===== config.mk =====
export PLATFORM = sky130hd
export DESIGN_NAME = accu_alu_seq
export DESIGN_NICKNAME = d
export VERILOG_FILES = /design/src/rtl/accu_alu_seq.sv
export SDC_FILE = /design/constraint.sdc
export NUM_CORES = 1
export LEC_CHECK = 0
export CAP_MARGIN = 5
export CORE_MARGIN = 2
export CORE_UTILIZATION = 50
export CTS_CLUSTER_DIAMETER = 30
export DETAILED_ROUTE_END_ITERATION = 10
export GPL_TIMING_DRIVEN = 0
export HOLD_SLACK_MARGIN = 0.06
export PLACE_DENSITY = 0.73
export SLEW_MARGIN = 20
export SYNTH_ARGS = -nofsm -noshare
export SYNTH_HDL_FRONTEND = slang
export SYNTH_SLANG_ARGS = --single-unit

===== constraint.sdc =====
create_clock -name clk -period 2.16 [get_ports clk]
set_input_delay 0.216 -clock clk [delete_from_list [all_inputs] [get_ports clk]]
set_output_delay 0.216 -clock clk [all_outputs]
set_load 0.03 [all_outputs]

===== src/rtl/accu_alu_seq.sv =====
// Accumulator/ALU execution core: WIDTH-bit accumulator A, operand B from bus 1,
// registered c/z/n flags and an iterative shift-add multiply with busy/done.
module accu_alu_seq #(
  parameter int WIDTH  = 4,
  parameter bit MUL_EN = 1'b1
) (
  input  logic             clk,
  input  logic             reset,
  input  logic             accu_en,
  input  logic             bus1_en,
  input  logic             bus2_en,
  input  logic [WIDTH-1:0] in_bus1,
  input  logic [3:0]       sel,
  output logic             busy,
  output logic             done,
  output logic             c,
  output logic             z,
  output logic             n,
  output logic [WIDTH-1:0] out
);

  localparam int CW = (WIDTH > 2) ? $clog2(WIDTH) : 1;

  localparam logic [3:0] OP_PASS_A = 4'b0000;
  localparam logic [3:0] OP_SUB    = 4'b0001;
  localparam logic [3:0] OP_PASS_B = 4'b0010;
  localparam logic [3:0] OP_ADD    = 4'b0011;
  localparam logic [3:0] OP_NAND   = 4'b0100;
  localparam logic [3:0] OP_AND    = 4'b0101;
  localparam logic [3:0] OP_OR     = 4'b0110;
  localparam logic [3:0] OP_XOR    = 4'b0111;
  localparam logic [3:0] OP_SHL    = 4'b1000;
  localparam logic [3:0] OP_SHR    = 4'b1001;
  localparam logic [3:0] OP_ROL    = 4'b1010;
  localparam logic [3:0] OP_MUL    = 4'b1011;
  localparam logic [3:0] OP_CLR    = 4'b1100;

  typedef enum logic {
    S_IDLE = 1'b0,
    S_MUL  = 1'b1
  } state_t;

  state_t                 state_q;
  logic [WIDTH-1:0]       a_q;
  logic                   c_q, z_q, n_q;
  logic                   busy_q, done_q;
  logic [2*WIDTH-1:0]     mcand_q;
  logic [WIDTH-1:0]       mplier_q;
  logic [2*WIDTH-1:0]     prod_q;
  logic [CW-1:0]          cnt_q;

  logic [WIDTH-1:0]       b;
  logic [WIDTH:0]         sum_add, sum_sub;
  logic [WIDTH-1:0]       r;
  logic                   cf;
  logic                   wr_class;
  logic                   issue_alu, issue_mul;
  logic [2*WIDTH-1:0]     prod_d;
  logic                   mul_last;

  // Combinational ALU result and carry candidate for the current sel.
  always_comb begin
    b        = bus1_en ? in_bus1 : '0;
    sum_add  = {1'b0, a_q} + {1'b0, b};
    sum_sub  = {1'b0, a_q} + {1'b0, ~b} + {{WIDTH{1'b0}}, 1'b1};
    r        = a_q;
    cf       = 1'b0;
    wr_class = 1'b1;
    case (sel)
      OP_PASS_A: r = a_q;
      OP_SUB:    begin r = sum_sub[WIDTH-1:0]; cf = sum_sub[WIDTH]; end
      OP_PASS_B: r = b;
      OP_ADD:    begin r = sum_add[WIDTH-1:0]; cf = sum_add[WIDTH]; end
      OP_NAND:   r = ~(a_q & b);
      OP_AND:    r = a_q & b;
      OP_OR:     r = a_q | b;
      OP_XOR:    r = a_q ^ b;
      OP_SHL:    begin r = {a_q[WIDTH-2:0], 1'b0}; cf = a_q[WIDTH-1]; end
      OP_SHR:    begin r = {1'b0, a_q[WIDTH-1:1]}; cf = a_q[0]; end
      OP_ROL:    begin r = {a_q[WIDTH-2:0], a_q[WIDTH-1]}; cf = a_q[WIDTH-1]; end
      OP_CLR:    r = '0;
      default:   wr_class = 1'b0;
    endcase
  end

  assign issue_alu = accu_en && (state_q == S_IDLE) && wr_class;
  assign issue_mul = MUL_EN && accu_en && (state_q == S_IDLE) && (sel == OP_MUL);

  // One multiplier bit per cycle; the final step's sum is written straight to A.
  assign prod_d   = prod_q + (mplier_q[0] ? mcand_q : '0);
  assign mul_last = (cnt_q == CW'(WIDTH - 1));

  always_ff @(posedge clk or posedge reset) begin
    if (reset) begin
      state_q  <= S_IDLE;
      a_q      <= '0;
      c_q      <= 1'b0;
      z_q      <= 1'b0;
      n_q      <= 1'b0;
      busy_q   <= 1'b0;
      done_q   <= 1'b0;
      mcand_q  <= '0;
      mplier_q <= '0;
      prod_q   <= '0;
      cnt_q    <= '0;
    end else begin
      done_q <= 1'b0;
      case (state_q)
        S_IDLE: begin
          if (issue_mul) begin
            mcand_q  <= {{WIDTH{1'b0}}, a_q};
            mplier_q <= b;
            prod_q   <= '0;
            cnt_q    <= '0;
            busy_q   <= 1'b1;
            state_q  <= S_MUL;
          end else if (issue_alu) begin
            a_q <= r;
            c_q <= cf;
            z_q <= (r == '0);
            n_q <= r[WIDTH-1];
          end
        end
        S_MUL: begin
          prod_q   <= prod_d;
          mcand_q  <= mcand_q << 1;
          mplier_q <= mplier_q >> 1;
          cnt_q    <= cnt_q + CW'(1);
          if (mul_last) begin
            a_q     <= prod_d[WIDTH-1:0];
            c_q     <= |prod_d[2*WIDTH-1:WIDTH];
            z_q     <= (prod_d[WIDTH-1:0] == '0);
            n_q     <= prod_d[WIDTH-1];
            busy_q  <= 1'b0;
            done_q  <= 1'b1;
            state_q <= S_IDLE;
          end
        end
        default: state_q <= S_IDLE;
      endcase
    end
  end

  assign out  = (bus2_en && !busy_q) ? r : '0;
  assign busy = busy_q;
  assign done = done_q;
  assign c    = c_q;
  assign z    = z_q;
  assign n    = n_q;

endmodule


==> impl_metrics.yaml, run 1 <==
synthesis:
  yosysTopAreaCell: "dfrtp_1"
  yosysSeqAreaShare: 0.314
  synth_cell_types: 57
  synthTopCellsByArea: "dfrtp_1 (31%), ha_1 (11%), nand2_1 (6.4%)"
  async_flop_share: 1.00
  synth_common_cells: "nand2_1 (42), dfrtp_1 (31), ha_1 (21), inv_1 (20)"
  synth_cells: 294
  synth_seq_cells: 31
  yosysMostFrequentCell: "nand2_1"
  synth_nets: 331
  synth_top_cell_area_share: 0.314
  ys.flop_type: "dfrtp_1"
  netlist_area_sq_um: 2470
  post_synth.cell_area_avg_sq_um: 8.40
  ys_warn_count: 0
  synth-edff-count: 0
placed_design:
  portBuffers: 21
  dp_hpwl_um: 4890
  dpl_cell_area_sq_um: 2790
  place.gp.congestion: 0.965
cts:
  cts_buffers: 5
  clk_latency_ps: 280
  clockRootBuffer: "clkbuf_8"
  clk_pin_slew_ps: 70
  cts_tree: "done"
  clk_path_buf_depth: 2
  htreeDepth: 2
  clkSinkCount: 31
power:
  p_leak_nw: 1.45
  ir_worst_vdd_mv: 0.427
  cellPowerDensity_nw_per_um2: 1040
detailed_routing:
  drtAntennaViolNets: 0
  topRoutingLayerUsed: "met4"
  post_drt_wl_per_cell_um: 17.7
  drt-met1-wl_um: 3050
  dr_wl_met2_um: 3700
  drtPass1Iterations: 5
  vias_per_cell: 5.93
  drcViolationCount: 0
  wl_um: 7330
  met3_length_um: 285
  dr_total_vias: 2450
  drtIter0Drc: 177
layout:
  drive_above_1_share: 0.277
  syn_to_final_growth_pct: 33.0
  diodes: 0
  final_cell_area_sq_um: 3280
  fin_nets: 382
grt:
  overflow: 0
  grt_max_degree: 32
  grt_pass1_vias: 2506
  antenna_found_initial: 0
  track_usage: 0.281
  grt_pass1_wl_um: 11800
worst_setup_path:
  cp.arrival_ps: 2520
  cp-start-kind: "flop"
  cp_cell_sequence: "ha_4 -> inv_2 -> fa_1 -> mux4_2 -> a211oi_4 -> nor2_2 -> nor3b_4 -> buf_6"
  path_buf_inv: 2
  crit_type: "reg -> out"
  slowest_delay_ps: 490
  reg2reg_slack_ps: -380
  crit_path_top_delay_cell: "mux4_2"
  path_delay_family: "adder cells"
  cp.required_ps: 1940
  path_max_fanout: 3
  end_kind: "primary output"
timing:
  timing.final.ws_setup_ps: -577
  timing.final.max_slew_violations: 0
  fin_skew_ps: 4.53
  setup_viol: 7
  fin_crit_sh: 1.27
  maxSlewHeadroom: 0.572
  hold_viol: 0
  hold_slack_ps: 340
  post-route-min-period_ps: 2740
  fmax_ghz: 0.365
  rsz0062_at_grt: "yes"
  tightest_slew_ps: 641
die:
  start_util: 0.519
  ios: 22
  coreArea_sq_um: 4750
  die_w_um: 74.3
  core.rowCount: 25
  die_area_sq_um: 5520
  die_h_um: 74.3
outcome:
  outcome: "finished, violations left"
  violations: "setup timing"
worst_hold_path:
  hold_class: "in -> async"
run:
  maxCapViolations: 0
-- timing repair --
item	in CTS	in global routing
gates cloned	0	0
pin swaps	22	17
setup buffers	23	0
endpoints found under the setup margin	15	19
gates resized for setup	83	16
hold buffers	0	0
-- sequential cells by signal, indices dropped and copies added (netlist names) --
register / cells
a_q: 4
busy: 1
c: 1
cnt_q: 2
done: 1
mcand_q: 8
mplier_q: 4
prod_q: 8
state_q: 1
z: 1
-- power by group --
part	leakage, nW	internal, mW	switching, mW	total (mW)
Sequential	0.397	0.797	0.182	0.979
Combinational	1.01	0.901	1.09	1.99
Clock	0.0422	0.226	0.210	0.435
Total	1.45	1.92	1.48	3.41
-- kinds of logic (layout without fill, tap and decap cells) --
group,count (synthesis),count (layout),share of synthesized area
XOR/XNOR,8,8,0.0284
adder cells (fa/ha/maj),25,25,0.135
flip-flops,31,31,0.314
buffers and inverters,37,89,0.0618
multiplexers,7,7,0.0350
AND/OR/NAND/NOR,105,105,0.207
AO/OA/AOI/OAI,81,81,0.218
-- routing by layer --
| layer | global-route usage | vias up |
|---|---|---|
| met1 | 0.343 | 1189 |
| met4 | 0.133 | 0 |
| met5 | 0 | - |
| met2 | 0.495 | 88 |
| li1 | - | 1148 |
| met3 | 0.0325 | 25 |
-- cells in the final DEF (no fill, tap or decap), types with 9 or more instances in the layout --
| master | n |
|---|---|
| a21oi_1 | 10 |
| buf_4 | 23 |
| clkbuf_1 | 9 |
| clkdlybuf4s50_1 | 9 |
| dfrtp_1 | 26 |
| ha_1 | 14 |
| inv_1 | 12 |
| inv_2 | 9 |
| nand2_1 | 37 |
| nor2_1 | 16 |
| o21ai_0 | 17 |
-- final timing paths --
| kind | startpoint | to | depth (start not counted) |
|---|---|---|---|
| worst max-delay path | a_q[0] | out[1] | 8 |
| worst min-delay path | reset | prod_q[0] | 2 |
| worst max register to register | a_q[0] | z | 11 |
| worst min register to register | cnt_q[0] | cnt_q[0] | 1 |
| max in group asynchronous | reset | a_q[3] | 2 |
| min in group clk | bus1_en | mplier_q[3] | 4 |
-- through the flow --
stage                util  instances  total power [mW]  TNS (ps)  setup slack, ps
global route        0.691        413              3.61     -3050             -643
global placement    0.587        382              2.45    -12850            -1570
finish              0.691        413              3.41     -2360             -577
CTS                 0.677        413              3.29     -2090             -595
detailed placement  0.587        382              2.48    -13080            -1580
floorplan               -        294              2.02      -223             -223
-- layout make-up --
class | count | area [sq um]
clock buffer | 7 | 76.3
clock inverter | 1 | 5.00
sequential | 31 | 782
multi-input combinational | 226 | 1790
tap | 67 | 83.8
inverter | 22 | 85.1
fill | 395 | 1470
buffer | 15 | 77.6
timing repair buffer | 44 | 382
Note: power is estimated with default switching activity, not from simulation.
==> run 2: changes to the inputs <==
PLACE_DENSITY = not set   (was 0.73)
PLACE_DENSITY_LB_ADDON = 0.25   (was not set)
==> impl_metrics.yaml, run 2 (synthesized netlist as in run 1, its figures left out) <==
outcome:
  outcome: "finished, violations left"
  violations: "setup timing"
worst_setup_path:
  cp-startpoint: "a_q[0]"
  crit_type: "reg -> out"
  cp-start-kind: "flop"
  path_delay_family: "adder cells"
  crit_path_top_delay_cell: "mux4_2"
  path_buf_inv: 2
  slowest_delay_ps: 500
  end_kind: "primary output"
  cp.arrival_ps: 2560
  reg2reg_from: "a_q[0]"
  path_max_fanout: 2
  cp.required_ps: 1940
  cp_cell_sequence: "ha_4 -> inv_2 -> fa_1 -> mux4_2 -> a211oi_4 -> nor2_4 -> nor3b_4 -> buf_6"
placed_design:
  dp_hpwl_um: 4610
  portBuffers: 21
  place.gp.congestion: 0.943
  dpl_cell_area_sq_um: 2790
  dp_slack_ps: -1480
  dp_cells: 382
timing:
  timing.final.ws_setup_ps: -612
  setup_viol: 8
  hold_slack_ps: 339
  tightest_slew_ps: 654
  tns_ps: -2720
  fin_skew_ps: 9.99
  fmax_ghz: 0.361
  hold_viol: 0
  rsz0062_at_grt: "yes"
  post-route-min-period_ps: 2770
  maxSlewHeadroom: 0.563
  timing.final.max_slew_violations: 0
  fin_crit_sh: 1.28
detailed_routing:
  drcViolationCount: 0
  dr_total_vias: 2427
  drtPass1Iterations: 5
  vias_per_cell: 5.86
  drtIter0Drc: 194
  post_drt_wl_per_cell_um: 16.6
  wl_um: 6850
  drtAntennaViolNets: 0
layout:
  final_common_cell: "nand2_1"
  diodes: 0
  layoutNonFillerInstCount: 414
  largestRegisters: "mcand_q x8, prod_q x8"
  fillers: 373
  fin_util: 0.693
  syn_to_final_growth_pct: 33.6
  final_cell_area_sq_um: 3300
  fin_nets: 383
  drive_above_1_share: 0.274
  layout_common_cells: "nand2_1 (38), dfrtp_1 (26), buf_4 (25)"
grt:
  track_usage: 0.254
  grt_use_met2: 0.445
  grt_pass1_vias: 2216
  use_met3: 0.0379
  overflow: 0
  met1_usage: 0.324
  grt_max_degree: 32
  grt_pass1_wl_um: 10600
  top_usage_layer: "met2"
  antenna_found_initial: 0
cts:
  clockRootBuffer: "clkbuf_8"
  clk_pin_slew_ps: 80
  clkSinkCount: 31
  htreeDepth: 2
  cts.hold.buffers_added: 0
  cts_buffers: 5
  clk_latency_ps: 290
  clk_path_buf_depth: 2
  cts_tree: "done"
die:
  ios: 22
  die_w_um: 74.3
  core.rowCount: 25
  die_h_um: 74.3
  coreArea_sq_um: 4750
  die_area_sq_um: 5520
  start_util: 0.519
power:
  ir_worst_vdd_mv: 0.467
  p_leak_nw: 1.46
  cellPowerDensity_nw_per_um2: 1070
  total_power_mw: 3.52
worst_hold_path:
  hold_class: "in -> async"
run:
  maxCapViolations: 0
run 2: changes by cell type in the layout (fill, tap and decap cells not counted), sizes merged:
cell / before / now
clkdlybuf4s50: 9 / 13
inv: 22 / 21
dlygate4sd2: 6 / 2
bufinv: 0 / 1
clkinvlp: 0 / 1
buf: 32 / 33
clkbuf: 18 / 17
run 2: timing repair:
item,in CTS,in global routing
pin swaps,14,8
resized for setup,51,36
setup buffers,21,3
endpoints found under the setup margin,10,18
run 2: cell type report:
type                    count  area (sq um)  area share
multi-input cells         226          1770       0.536
clock buffers               6          82.6      0.0250
inverters                  22          88.8      0.0269
plain buffers              15          73.8      0.0224
repair buffers             45           384       0.117
clock inverters             2          35.0      0.0106
well taps                  67          83.8      0.0254
flip-flops and latches     31           782       0.237
run 2: final timing paths:
path / slack (ps) / end / cells after the start
max in group asynchronous: 1360 / a_q[0] / 2
max: -610 / out[1] / 8
min reg2reg: 490 / prod_q[3] / 2
min in group clk: 390 / mplier_q[3] / 3
max reg2reg: -330 / a_q[1] / 10
min: 340 / mcand_q[2] / 2
run 2: report_power, final:
group          internal, mW  switching, mW
clock                 0.373          0.237
combinational         0.867           1.04
sequential            0.796          0.203
total                  2.04           1.48
run 2: metal layers:
layer | up-vias | wire [um]
met5 | - | 0
met4 | 0 | 148
met3 | 15 | 295
met2 | 81 | 3390
met1 | 1182 | 3020
li1 | 1149 | -
run 2: worst register-to-register path: cells and delay by family (launching register included):
| family | cells | cell delay, ps |
|---|---|---|
| buf+inv | 4 | 370 |
| flops | 1 | 400 |
| compound gates | 3 | 510 |
| mux | 1 | 500 |
| fa+ha+maj | 2 | 620 |
==> run 3: changes to the inputs <==
PLACE_DENSITY = 0.69   (was not set)
PLACE_DENSITY_LB_ADDON = not set   (was 0.25)
==> impl_metrics.yaml, run 3 (synthesized netlist as in run 1, its figures left out) <==
cts:
  clk_path_buf_depth: 2
  htreeDepth: 2
  cts_buffers: 5
  clk_latency_ps: 280
  cts_tree: "done"
  clkSinkCount: 31
  cts.hold.buffers_added: 0
  clk_pin_slew_ps: 70
  clockRootBuffer: "clkbuf_8"
timing:
  hold_slack_ps: 330
  timing.final.ws_setup_ps: -615
  fin_skew_ps: 5.19
  post-route-min-period_ps: 2780
  fmax_ghz: 0.360
  tns_ps: -2440
  tightest_slew_ps: 629
  hold_viol: 0
  timing.final.max_slew_violations: 0
  setup_viol: 9
  rsz0062_at_grt: "yes"
  maxSlewHeadroom: 0.580
  fin_crit_sh: 1.28
grt:
  track_usage: 0.269
  grt_pass1_vias: 2322
  grt_max_degree: 32
  overflow: 0
  grt_pass1_wl_um: 11100
  antenna_found_initial: 0
worst_setup_path:
  slowest_delay_ps: 500
  path_buf_inv: 2
  cp-start-kind: "flop"
  cp-startpoint: "a_q[0]"
  crit_path_top_delay_cell: "mux4_2"
  path_delay_family: "adder cells"
  reg2reg_from: "a_q[0]"
  cp.required_ps: 1940
  cp_cell_sequence: "ha_4 -> inv_2 -> fa_1 -> mux4_2 -> a211oi_4 -> nor2_2 -> nor3b_4 -> buf_6"
  end_kind: "primary output"
  path_max_fanout: 3
  cp.arrival_ps: 2560
  crit_type: "reg -> out"
die:
  start_util: 0.519
  die_area_sq_um: 5520
  coreArea_sq_um: 4750
  die_w_um: 74.3
  ios: 22
  die_h_um: 74.3
  core.rowCount: 25
layout:
  final_common_cell: "nand2_1"
  syn_to_final_growth_pct: 29.1
  largestRegisters: "mcand_q x8, prod_q x8"
  fin_nets: 380
  drive_above_1_share: 0.250
  diodes: 0
  layout_common_cells: "nand2_1 (39), dfrtp_1 (26), buf_4 (24)"
power:
  p_leak_nw: 1.41
  total_power_mw: 3.27
  cellPowerDensity_nw_per_um2: 1020
  ir_worst_vdd_mv: 0.490
detailed_routing:
  wl_um: 6890
  drtIter0Drc: 146
  drcViolationCount: 0
  post_drt_wl_per_cell_um: 16.8
  dr_total_vias: 2397
  vias_per_cell: 5.83
  drtPass1Iterations: 5
  drtAntennaViolNets: 0
placed_design:
  dp_slack_ps: -1620
  place.gp.congestion: 0.878
  portBuffers: 21
  dp_hpwl_um: 4800
outcome:
  outcome: "finished, violations left"
  violations: "setup timing"
run:
  maxCapViolations: 0
worst_hold_path:
  hold_class: "in -> async"
[run 3: metal layers]
layer,GRT usage,up-vias,part of all wire,routed length [um]
met5,0,-,0,0
met4,0.151,0,0.045,313
met3,0.0339,22,0.040,279
met2,0.452,84,0.49,3390
met1,0.335,1148,0.42,2910
li1,-,1143,-,-
[run 3: where the power goes]
part / total [mW] / internal, mW / switching (mW) / leakage [nW]
logic: 1.82 / 0.810 / 1.01 / 0.968
clock network: 0.442 / 0.226 / 0.217 / 0.0422
registers: 0.999 / 0.796 / 0.203 / 0.397
total: 3.27 / 1.83 / 1.43 / 1.41
[run 3: area by class of cell]
cell class	count	area (sq um)
plain buffers	15	77.6
clock buffers	7	76.3
clock inverters	1	5.00
fillers	430	1570
inverters	22	86.3
multi-input cells	226	1720
flip-flops and latches	31	782
well taps	67	83.8
repair buffers	42	358
[run 3: per-stage QoR]
| step | std cells | utilization | instance area (sq um) |
|---|---|---|---|
| 2_1_floorplan | 294 | - | 2490 |
| 3_3_place_gp | 382 | 0.587 | 2790 |
| 3_5_place_dp | 382 | 0.587 | 2790 |
| 4_1_cts | 408 | 0.661 | 3140 |
| 5_1_grt | 411 | 0.670 | 3190 |
| 6_report | 411 | 0.670 | 3190 |
[run 3: path summary, 6_finish.rpt]
path                       slack (ps)  depth (start not counted)           to
min                               330                          2     cnt_q[0]
min in group clk                  430                          3  mplier_q[3]
max                              -620                          8       out[1]
max in group asynchronous        1370                          2  mplier_q[0]
min reg2reg                       500                          1     cnt_q[0]
max reg2reg                      -250                          9            z
[run 3: what timing repair did]
action	4_1_cts	5_1_grt
buffers inserted	18	3
resized for setup	63	13
pin swaps	20	7
setup endpoints to repair	14	18
cloned	0	0
